[src/rtl/adder_share_ctrl_pkg.sv]
// Shared types and widths for the time-multiplexed 32-bit adder controller.
package adder_share_ctrl_pkg;

  localparam int OP_W  = 32;
  localparam int ADD_W = 16;

  typedef enum logic [1:0] {
    IDLE = 2'd0,
    LO   = 2'd1,
    HI   = 2'd2,
    DONE = 2'd3
  } state_t;

endpackage

[src/rtl/adder_share_ctrl_cla.sv]
// 16-bit carry-lookahead adder: four 4-bit groups joined by a group-level lookahead carry unit.
module CLA_16bit (
  input  logic [15:0] a,
  input  logic [15:0] b,
  input  logic        cin,
  output logic [15:0] sum,
  output logic        cout
);

  logic [15:0] g, p;
  logic [16:0] c;
  logic [3:0]  gg, gp;
  logic [4:0]  gc;

  assign g = a & b;
  assign p = a ^ b;

  always_comb begin
    // NOTE: every variable gets a value before any conditional/loop use so no latch is inferred.
    gg = '0;
    gp = '0;
    c  = '0;
    for (int j = 0; j < 4; j++) begin
      gg[j] = g[4*j+3] | (p[4*j+3] & g[4*j+2]) | (p[4*j+3] & p[4*j+2] & g[4*j+1]) |
              (p[4*j+3] & p[4*j+2] & p[4*j+1] & g[4*j]);
      gp[j] = &p[4*j +: 4];
    end
    // Group carries are flattened so no carry ripples between groups.
    gc[0] = cin;
    gc[1] = gg[0] | (gp[0] & cin);
    gc[2] = gg[1] | (gp[1] & gg[0]) | (gp[1] & gp[0] & cin);
    gc[3] = gg[2] | (gp[2] & gg[1]) | (gp[2] & gp[1] & gg[0]) | (gp[2] & gp[1] & gp[0] & cin);
    gc[4] = gg[3] | (gp[3] & gg[2]) | (gp[3] & gp[2] & gg[1]) | (gp[3] & gp[2] & gp[1] & gg[0]) |
            (gp[3] & gp[2] & gp[1] & gp[0] & cin);
    for (int j = 0; j < 4; j++) begin
      c[4*j] = gc[j];
      for (int k = 0; k < 3; k++)
        c[4*j+k+1] = g[4*j+k] | (p[4*j+k] & c[4*j+k]);
    end
    c[16] = gc[4];
  end

  assign sum  = p ^ c[15:0];
  assign cout = c[16];

endmodule

[src/rtl/adder_share_ctrl.sv]
// Two-requester, round-robin front end that computes a 33-bit a+b+cin with one shared
// 16-bit adder over two cycles (low half, then high half).
module adder_share_ctrl
  import adder_share_ctrl_pkg::*;
(
  input  logic            clk,
  input  logic            rst,
  input  logic [1:0]      req_valid,
  output logic [1:0]      req_ready,
  input  logic [OP_W-1:0] req_a0,
  input  logic [OP_W-1:0] req_b0,
  input  logic            req_cin0,
  input  logic [OP_W-1:0] req_a1,
  input  logic [OP_W-1:0] req_b1,
  input  logic            req_cin1,
  output logic            res_valid,
  input  logic            res_ready,
  output logic            res_id,
  output logic [OP_W-1:0] res_sum,
  output logic            res_cout
);

  state_t             state;
  logic               ptr;
  logic [OP_W-1:0]    op_a, op_b;
  logic               op_cin, carry;
  logic [1:0]         grant;
  logic [ADD_W-1:0]   add_a, add_b, add_sum;
  logic               add_cin, add_cout;

  always_comb begin
    grant = 2'b00;
    if (!rst && state == IDLE) begin
      unique case (req_valid)
        2'b01:   grant = 2'b01;
        2'b10:   grant = 2'b10;
        2'b11:   grant = ptr ? 2'b10 : 2'b01;
        default: grant = 2'b00;
      endcase
    end
  end

  assign req_ready = grant;

  // Outside LO/HI the adder output is unused, so the low-half selection is a don't-care there.
  assign add_a   = (state == HI) ? op_a[OP_W-1:ADD_W] : op_a[ADD_W-1:0];
  assign add_b   = (state == HI) ? op_b[OP_W-1:ADD_W] : op_b[ADD_W-1:0];
  assign add_cin = (state == HI) ? carry : op_cin;

  CLA_16bit u_cla (
    .a    (add_a),
    .b    (add_b),
    .cin  (add_cin),
    .sum  (add_sum),
    .cout (add_cout)
  );

  always_ff @(posedge clk or posedge rst) begin
    if (rst) begin
      state     <= IDLE;
      ptr       <= 1'b0;
      op_a      <= '0;
      op_b      <= '0;
      op_cin    <= 1'b0;
      carry     <= 1'b0;
      res_valid <= 1'b0;
      res_id    <= 1'b0;
      res_sum   <= '0;
      res_cout  <= 1'b0;
    end else begin
      // NOTE: state registers use non-blocking assignments so every read sees pre-edge values.
      unique case (state)
        IDLE: if (|grant) begin
          op_a   <= grant[1] ? req_a1   : req_a0;
          op_b   <= grant[1] ? req_b1   : req_b0;
          op_cin <= grant[1] ? req_cin1 : req_cin0;
          res_id <= grant[1];
          ptr    <= ~grant[1];
          state  <= LO;
        end
        LO: begin
          res_sum[ADD_W-1:0] <= add_sum;
          carry              <= add_cout;
          state              <= HI;
        end
        HI: begin
          res_sum[OP_W-1:ADD_W] <= add_sum;
          res_cout              <= add_cout;
          res_valid             <= 1'b1;
          state                 <= DONE;
        end
        DONE: if (res_ready) begin
          res_valid <= 1'b0;
          state     <= IDLE;
        end
        default: state <= IDLE;
      endcase
    end
  end

endmodule

[config.mk]
export PLATFORM = sky130hd
export DESIGN_NAME = adder_share_ctrl
export DESIGN_NICKNAME = d
export VERILOG_FILES = /design/src/rtl/adder_share_ctrl_pkg.sv /design/src/rtl/adder_share_ctrl_cla.sv /design/src/rtl/adder_share_ctrl.sv
export SDC_FILE = /design/constraint.sdc
export NUM_CORES = 1
export LEC_CHECK = 0
export ABC_AREA = 1
export CORE_ASPECT_RATIO = 0.75
export CORE_MARGIN = 5
export CORE_UTILIZATION = 32
export CTS_CLUSTER_SIZE = 12
export DETAILED_ROUTE_END_ITERATION = 7
export GPL_ROUTABILITY_DRIVEN = 0
export SYNTH_ARGS = -nofsm -noshare
export SYNTH_HDL_FRONTEND = slang
export SYNTH_SLANG_ARGS = --single-unit
[constraint.sdc]
create_clock -name clk -period 8.1 [get_ports clk]
set_input_delay 1.62 -clock clk [delete_from_list [all_inputs] [get_ports clk]]
set_output_delay 1.62 -clock clk [all_outputs]
set_load 0.005 [all_outputs]
==> results of run 1 <==
==> cell families after synthesis <==
kind of cell / Yosys count / share of synthesized area, %
AND/OR/NAND/NOR: 309 / 22.4
adder cells (fa/ha/maj): 32 / 8.73
flip-flops: 104 / 46.3
XOR/XNOR: 4 / 0.623
AO/OA/AOI/OAI: 132 / 13.2
buffers and inverters: 107 / 8.75
==> cells in the mapped netlist <==
master,count
clkbuf_1,8
xor2_1,4
clkinv_1,2
o21ai_1,40
o211ai_1,17
and3_1,1
o22ai_1,16
o21ai_0,52
inv_2,5
buf_2,15
nand2_1,234
fa_1,12
o22ai_2,1
a21oi_1,3
nor2_8,1
o21a_1,1
nand3_2,1
buf_4,7
nand3_4,2
inv_1,64
nand4_1,2
o2bb2ai_1,1
o21ai_2,1
nand3_1,27
buf_6,6
nand2_4,1
nor2_1,40
ha_1,20
dfrtp_1,104
==> power breakdown <==
group | internal [µW] | leakage (µW) | switching, µW
Clock | 216 | 0.000124 | 195
Combinational | 715 | 0.00206 | 1010
Sequential | 777 | 0.00129 | 119
==> layout make-up <==
class	instances	area, µm²	share of cell area [%]
Sequential cell	104	2600	33.7
Multi-Input combinational cell	477	2530	32.7
Timing Repair Buffer	175	1740	22.6
Tap cell	242	303	3.92
Inverter	71	269	3.49
Clock buffer	11	243	3.15
Clock inverter	4	31.3	0.405
==> sequential cells by signal, indices dropped and copies added, names as in the netlist <==
name and flops:
op_b 32, op_a 32, res_valid 1, res_sum 32, res_id 1, op_cin 1, state 2, carry 1
res_cout 1, ptr 1
==> through the flow <==
step	cell area [µm²]	hold slack, ns
floorplan	5620	0.447
global placement	7440	0.455
detailed placement	7440	0.463
CTS	7720	0.480
global route	7720	0.499
finish	7720	0.476
==> routing by layer <==
| metal | part of all wire [%] | track usage (%) | up-vias |
|---|---|---|---|
| li1 | - | - | 2502 |
| met1 | 49 | 24.2 | 2203 |
| met2 | 42 | 24.1 | 131 |
| met3 | 9.2 | 6.12 | 7 |
| met4 | 0.66 | 2.81 | 0 |
| met5 | 0 | 0 | - |
==> worst max-delay path by stage <==
| stage | from | endpoint | slack [ns] |
|---|---|---|---|
| after floorplan | rst | carry$_DFFE_PP0N_ | 3.75 |
| after global placement | rst | req_ready[0] | 3.02 |
| after detailed placement | rst | req_ready[0] | 3.00 |
| after CTS | rst | req_ready[0] | 3.00 |
| after global routing | rst | req_ready[0] | 2.89 |
| final | rst | req_ready[0] | 3.02 |
==> critical path, cell delays in order <==
cell and delay [ns]:
clkdlybuf4s50_1 0.54, nor2_8 0.19, nand3_4 0.10, inv_2 0.05
buf_4 0.35, clkdlybuf4s50_1 0.59
==> results.ini, run 1 <==
[yosys]
synth_area_per_cell_um2=8.17
synth-seq-cells=104
syn_area_um2=5620
ys_warn_count=0
yosysTopAreaCell=dfrtp_1
synthTopCellsByArea=dfrtp_1, nand2_1, o21ai_0, ha_1, fa_1
ys_types=29
synth-seq-area-share_pct=46.3
synth_top_area_share_pct=46.3
syn_inst=688
syn_nets=855

[global_routing]
track_usage_pct=16.7
grt_max_degree=67
grt_pass1_wl_um=26900
antenna_found_initial=0
grt-ovfl-total=0
grt_pass1_vias=4983

[setup_path]
worstRegToRegCells=16
r2r_end=res_sum[15]$_DFFE_PP0N_
crit_fanout=39
start_kind=primary input
worstSetupEndpointType=output port
regToRegStartpoint=state[0]$_DFFE_PP0P_
crit_arrival_ns=3.46
path_class=in2out
rrSetupSlack_ns=3.53
worstPathRequired_ns=6.48

[cells_and_area]
utilization_pct=44.2
synthToLayoutAreaGrowth_pct=37.3
drive_above_1_share_pct=3.80
layout_commonest_cell=nand2_1
fillers=1800
most-common-layout-cells=nand2_1, clkdlybuf4s50_1, dfrtp_1
antenna_cells=0
final_nets=1005
fin_cells=1084

[placed_design]
dp_slack_ns=3.00
dpl.cell_count=1069
portBuffers=171
hpwl_um=12500

[detailed_routing]
wl_per_cell_um=15.3
dr.pass1.iters=4
vias=4843
first_iter_violations=231
drc=0
avgViaCountPerCell=4.47
postRouteAntennaNets=0
wirelength_um=16600

[clock_network]
cts.sinks=104
postCtsSetupBuffers=0
path_clk_slew_ns=0.07
clk_latency_ns=0.34
numCtsBuffers=9
htreeDepth=3
cts_tree=yes
clock_path_buffers=2
holdBufCountCts=0
cts_root_buffer=clkbuf_16
postCtsResizedCells=0

[timing]
fin_skew_ns=0.0116
setup_viol=0
fin_crit_ns=5.08
worst_pin_slew_ns=0.803
fin_setup_tns_ns=0
slew_violations=0
slew_headroom_pct=45.9
hold_violations=0
max_freq_mhz=197
rsz0062_at_grt=false
timing.final.ws_setup_ns=3.02
timing.final.crit_share_pct=62.8

[die]
fp.dieArea_um2=20300
ios=172
start_util_pct=32.2
fp-row-count=42
die_h_um=125
dieWidth_um=163
coreArea_um2=17400

[hold_path]
min_from=res_sum[0]$_DFFE_PP0N_
min_delay_worst_endpoint=res_sum[0]$_DFFE_PP0N_
hold_class=reg2reg
hold_depth=2

[power_and_ir_drop]
power.total_uw=3040
ir_drop_uv=172
powerDensity_nw_per_um2=394
leakage_uw=0.00347

[run]
drv_cap=0

[status]
status=finished clean

No activity file was read; power rests on OpenSTA's default activity.
==> inputs of run 2 (changes only) <==
- clock period: 8.1 -> 4.49 ns (I/O delays scaled with it)
==> run 2 against run 1 <==
Net effect:
- routed wire length up 5.3%
- highest routed layer unchanged
- setup slack lost 2.5 ns
- critical path depth rose by 11
- global-route usage is 0.41 points higher
- power rose by 85%
- largest cell class unchanged
- flip-flop and latch count is the same
- count of clock-buffer cells in the layout is 1 higher
- sequential share of layout area shrank 0.37 points
- first-iteration DRC count grew 26%
- die area unchanged
- register-to-register slack got worse by 3.0 ns
- non-clock buffer count up 5
==> results.ini, run 2 (synthesis gave the netlist of run 1 again) <==
[cells_and_area]
utilization_pct=44.7
seq_area_um2=2600
antenna_cells=0
layout_commonest_cell=nand2_1
reg_top3=op_a (32), op_b (32), res_sum (32)
drive_above_1_share_pct=4.13
final_nets=1010
most-common-layout-cells=nand2_1, clkdlybuf4s50_1, dfrtp_1
final_area_um2=7800
multi_input_area_um2=2540
fillers=1802
synthToLayoutAreaGrowth_pct=38.9

[power_and_ir_drop]
clkPwrFrac_pct=14.8
internal_power_uw=3200
ir_drop_uv=261
swShare_pct=42.9
power.total_uw=5610
comb_power_share_pct=55.8
powerDensity_nw_per_um2=719
pwr-share-seq_pct=29.4
p_sw_uw=2410
leakage_uw=0.00352

[die]
coreArea_um2=17400
fp.dieArea_um2=20300
ios=172
die_h_um=125
dieWidth_um=163
fp-row-count=42
start_util_pct=32.2

[global_routing]
met3_usage_pct=6.19
grt_pass1_wl_um=27600
antenna_found_initial=0
grt-ovfl-total=0
grt.met2_usage_pct=24.6
gr-usage-met1_pct=24.9
grt.busiest_layer=met1
grt_max_degree=67
track_usage_pct=17.1
grt_pass1_vias=5073

[setup_path]
critPathMaxStageDelay_ns=0.46
start_kind=register
crit_fanout=21
cp_top_family=adder cells
worstRegToRegCells=17
crit_arrival_ns=4.16
path_depth=17
path_class=reg2reg
worstSetupEndpointType=register
path_cells=inv_1, ha_4, buf_4, nand2_1, o21ai_0, ha_1, nand2_1, inv_1, a21oi_1, nand3_2, nand2_1, nand3_1, fa_1, fa_1, inv_1, fa_1, o21ai_0
crit_slowest_cell=fa_1
path_buf_inv=4
worstPathRequired_ns=4.72

[timing]
hold_violations=0
setup_viol=0
slew_violations=0
timing.final.crit_share_pct=87.5
worst_pin_slew_ns=0.812
hold_ws_ns=0.473
max_freq_mhz=255
slew_headroom_pct=45.9
fin_crit_ns=3.93
fin_setup_tns_ns=0
fin_skew_ns=0.00935
rsz0062_at_grt=false

[clock_network]
htreeDepth=3
cts.sinks=104
cts_root_buffer=clkbuf_16
numCtsBuffers=9
path_clk_slew_ns=0.07
cts_tree=yes
clk_latency_ns=0.35
clock_path_buffers=2

[placed_design]
hpwl_um=13300
portBuffers=171
placed_area_um2=7470

[hold_path]
hold_class=reg2reg
hold_depth=2

[detailed_routing]
first_iter_violations=291
drc=0
wl_per_cell_um=16.0
vias=4961
avgViaCountPerCell=4.56
postRouteAntennaNets=0
wirelength_um=17400
dr.pass1.iters=5

[status]
status=finished clean

[run]
drv_cap=0

-- run 2: cell count changes in the layout (fill, tap and decap cells not counted), sizes merged --
| cell | delta |
|---|---|
| clkbuf | +1 |
| buf | +5 |
| bufinv | +2 |
| clkinv | -1 |
| clkinvlp | -2 |
-- run 2: timing repair --
action / 4_1_cts / 5_1_grt
endpoints found under the setup margin: 0 / 7
resized for setup: 0 / 1
hold buffers: 0 / 0
setup buffers: 0 / 1
hold endpoints to repair: 0 / 0
-- run 2: worst register-to-register path, stage by stage (launching register included) --
cell and delay [ns]:
dfrtp_1 0.41, inv_1 0.14, ha_4 0.30, buf_4 0.23, nand2_1 0.06, o21ai_0 0.13, ha_1 0.29, nand2_1 0.09
inv_1 0.06, a21oi_1 0.20, nand3_2 0.14, nand2_1 0.09, nand3_1 0.09, fa_1 0.46, fa_1 0.42, inv_1 0.08
fa_1 0.39, o21ai_0 0.23
-- run 2: area by class of cell --
type | count | area share [%]
well taps | 242 | 3.88
multi-input cells | 477 | 32.5
clock buffers | 12 | 3.03
repair buffers | 180 | 22.9
clock inverters | 3 | 0.866
inverters | 71 | 3.45
flip-flops and latches | 104 | 33.4
-- run 2: final timing paths --
check                                             from                 endpoint  slack, ns
worst max-delay path              state[0]$_DFFE_PP0P_  res_sum[26]$_DFFE_PP0P_       0.56
worst min-delay path            res_sum[0]$_DFFE_PP0N_   res_sum[0]$_DFFE_PP0N_       0.47
worst max register to register    state[0]$_DFFE_PP0P_  res_sum[26]$_DFFE_PP0P_       0.56
worst min register to register  res_sum[0]$_DFFE_PP0N_   res_sum[0]$_DFFE_PP0N_       0.47
max in group asynchronous                          rst  res_sum[28]$_DFFE_PP0P_       2.44
min in group asynchronous                          rst      op_b[7]$_DFFE_PP0P_       1.21
-- run 2: per-stage QoR --
step,setup WS (ns),instances
global route,0.105,1089
floorplan,0.781,688
CTS,0.243,1088
finish,0.563,1089
global placement,0.393,1073
detailed placement,0.310,1073
-- run 2: power groups by stage --
stage	Sequential, µW	Clock [µW]	Combinational, µW
global route	1700	885	3600
finish	1650	830	3130
floorplan	1590	0	1970
global placement	1650	0	3060
CTS	1640	848	3120
detailed placement	1660	0	3110
-- run 2: metal layers --
metal,wire length [µm],part of all wire (%)
met5,0,0
met4,141,0.81
met3,1640,9.4
met2,7160,41
met1,8490,49
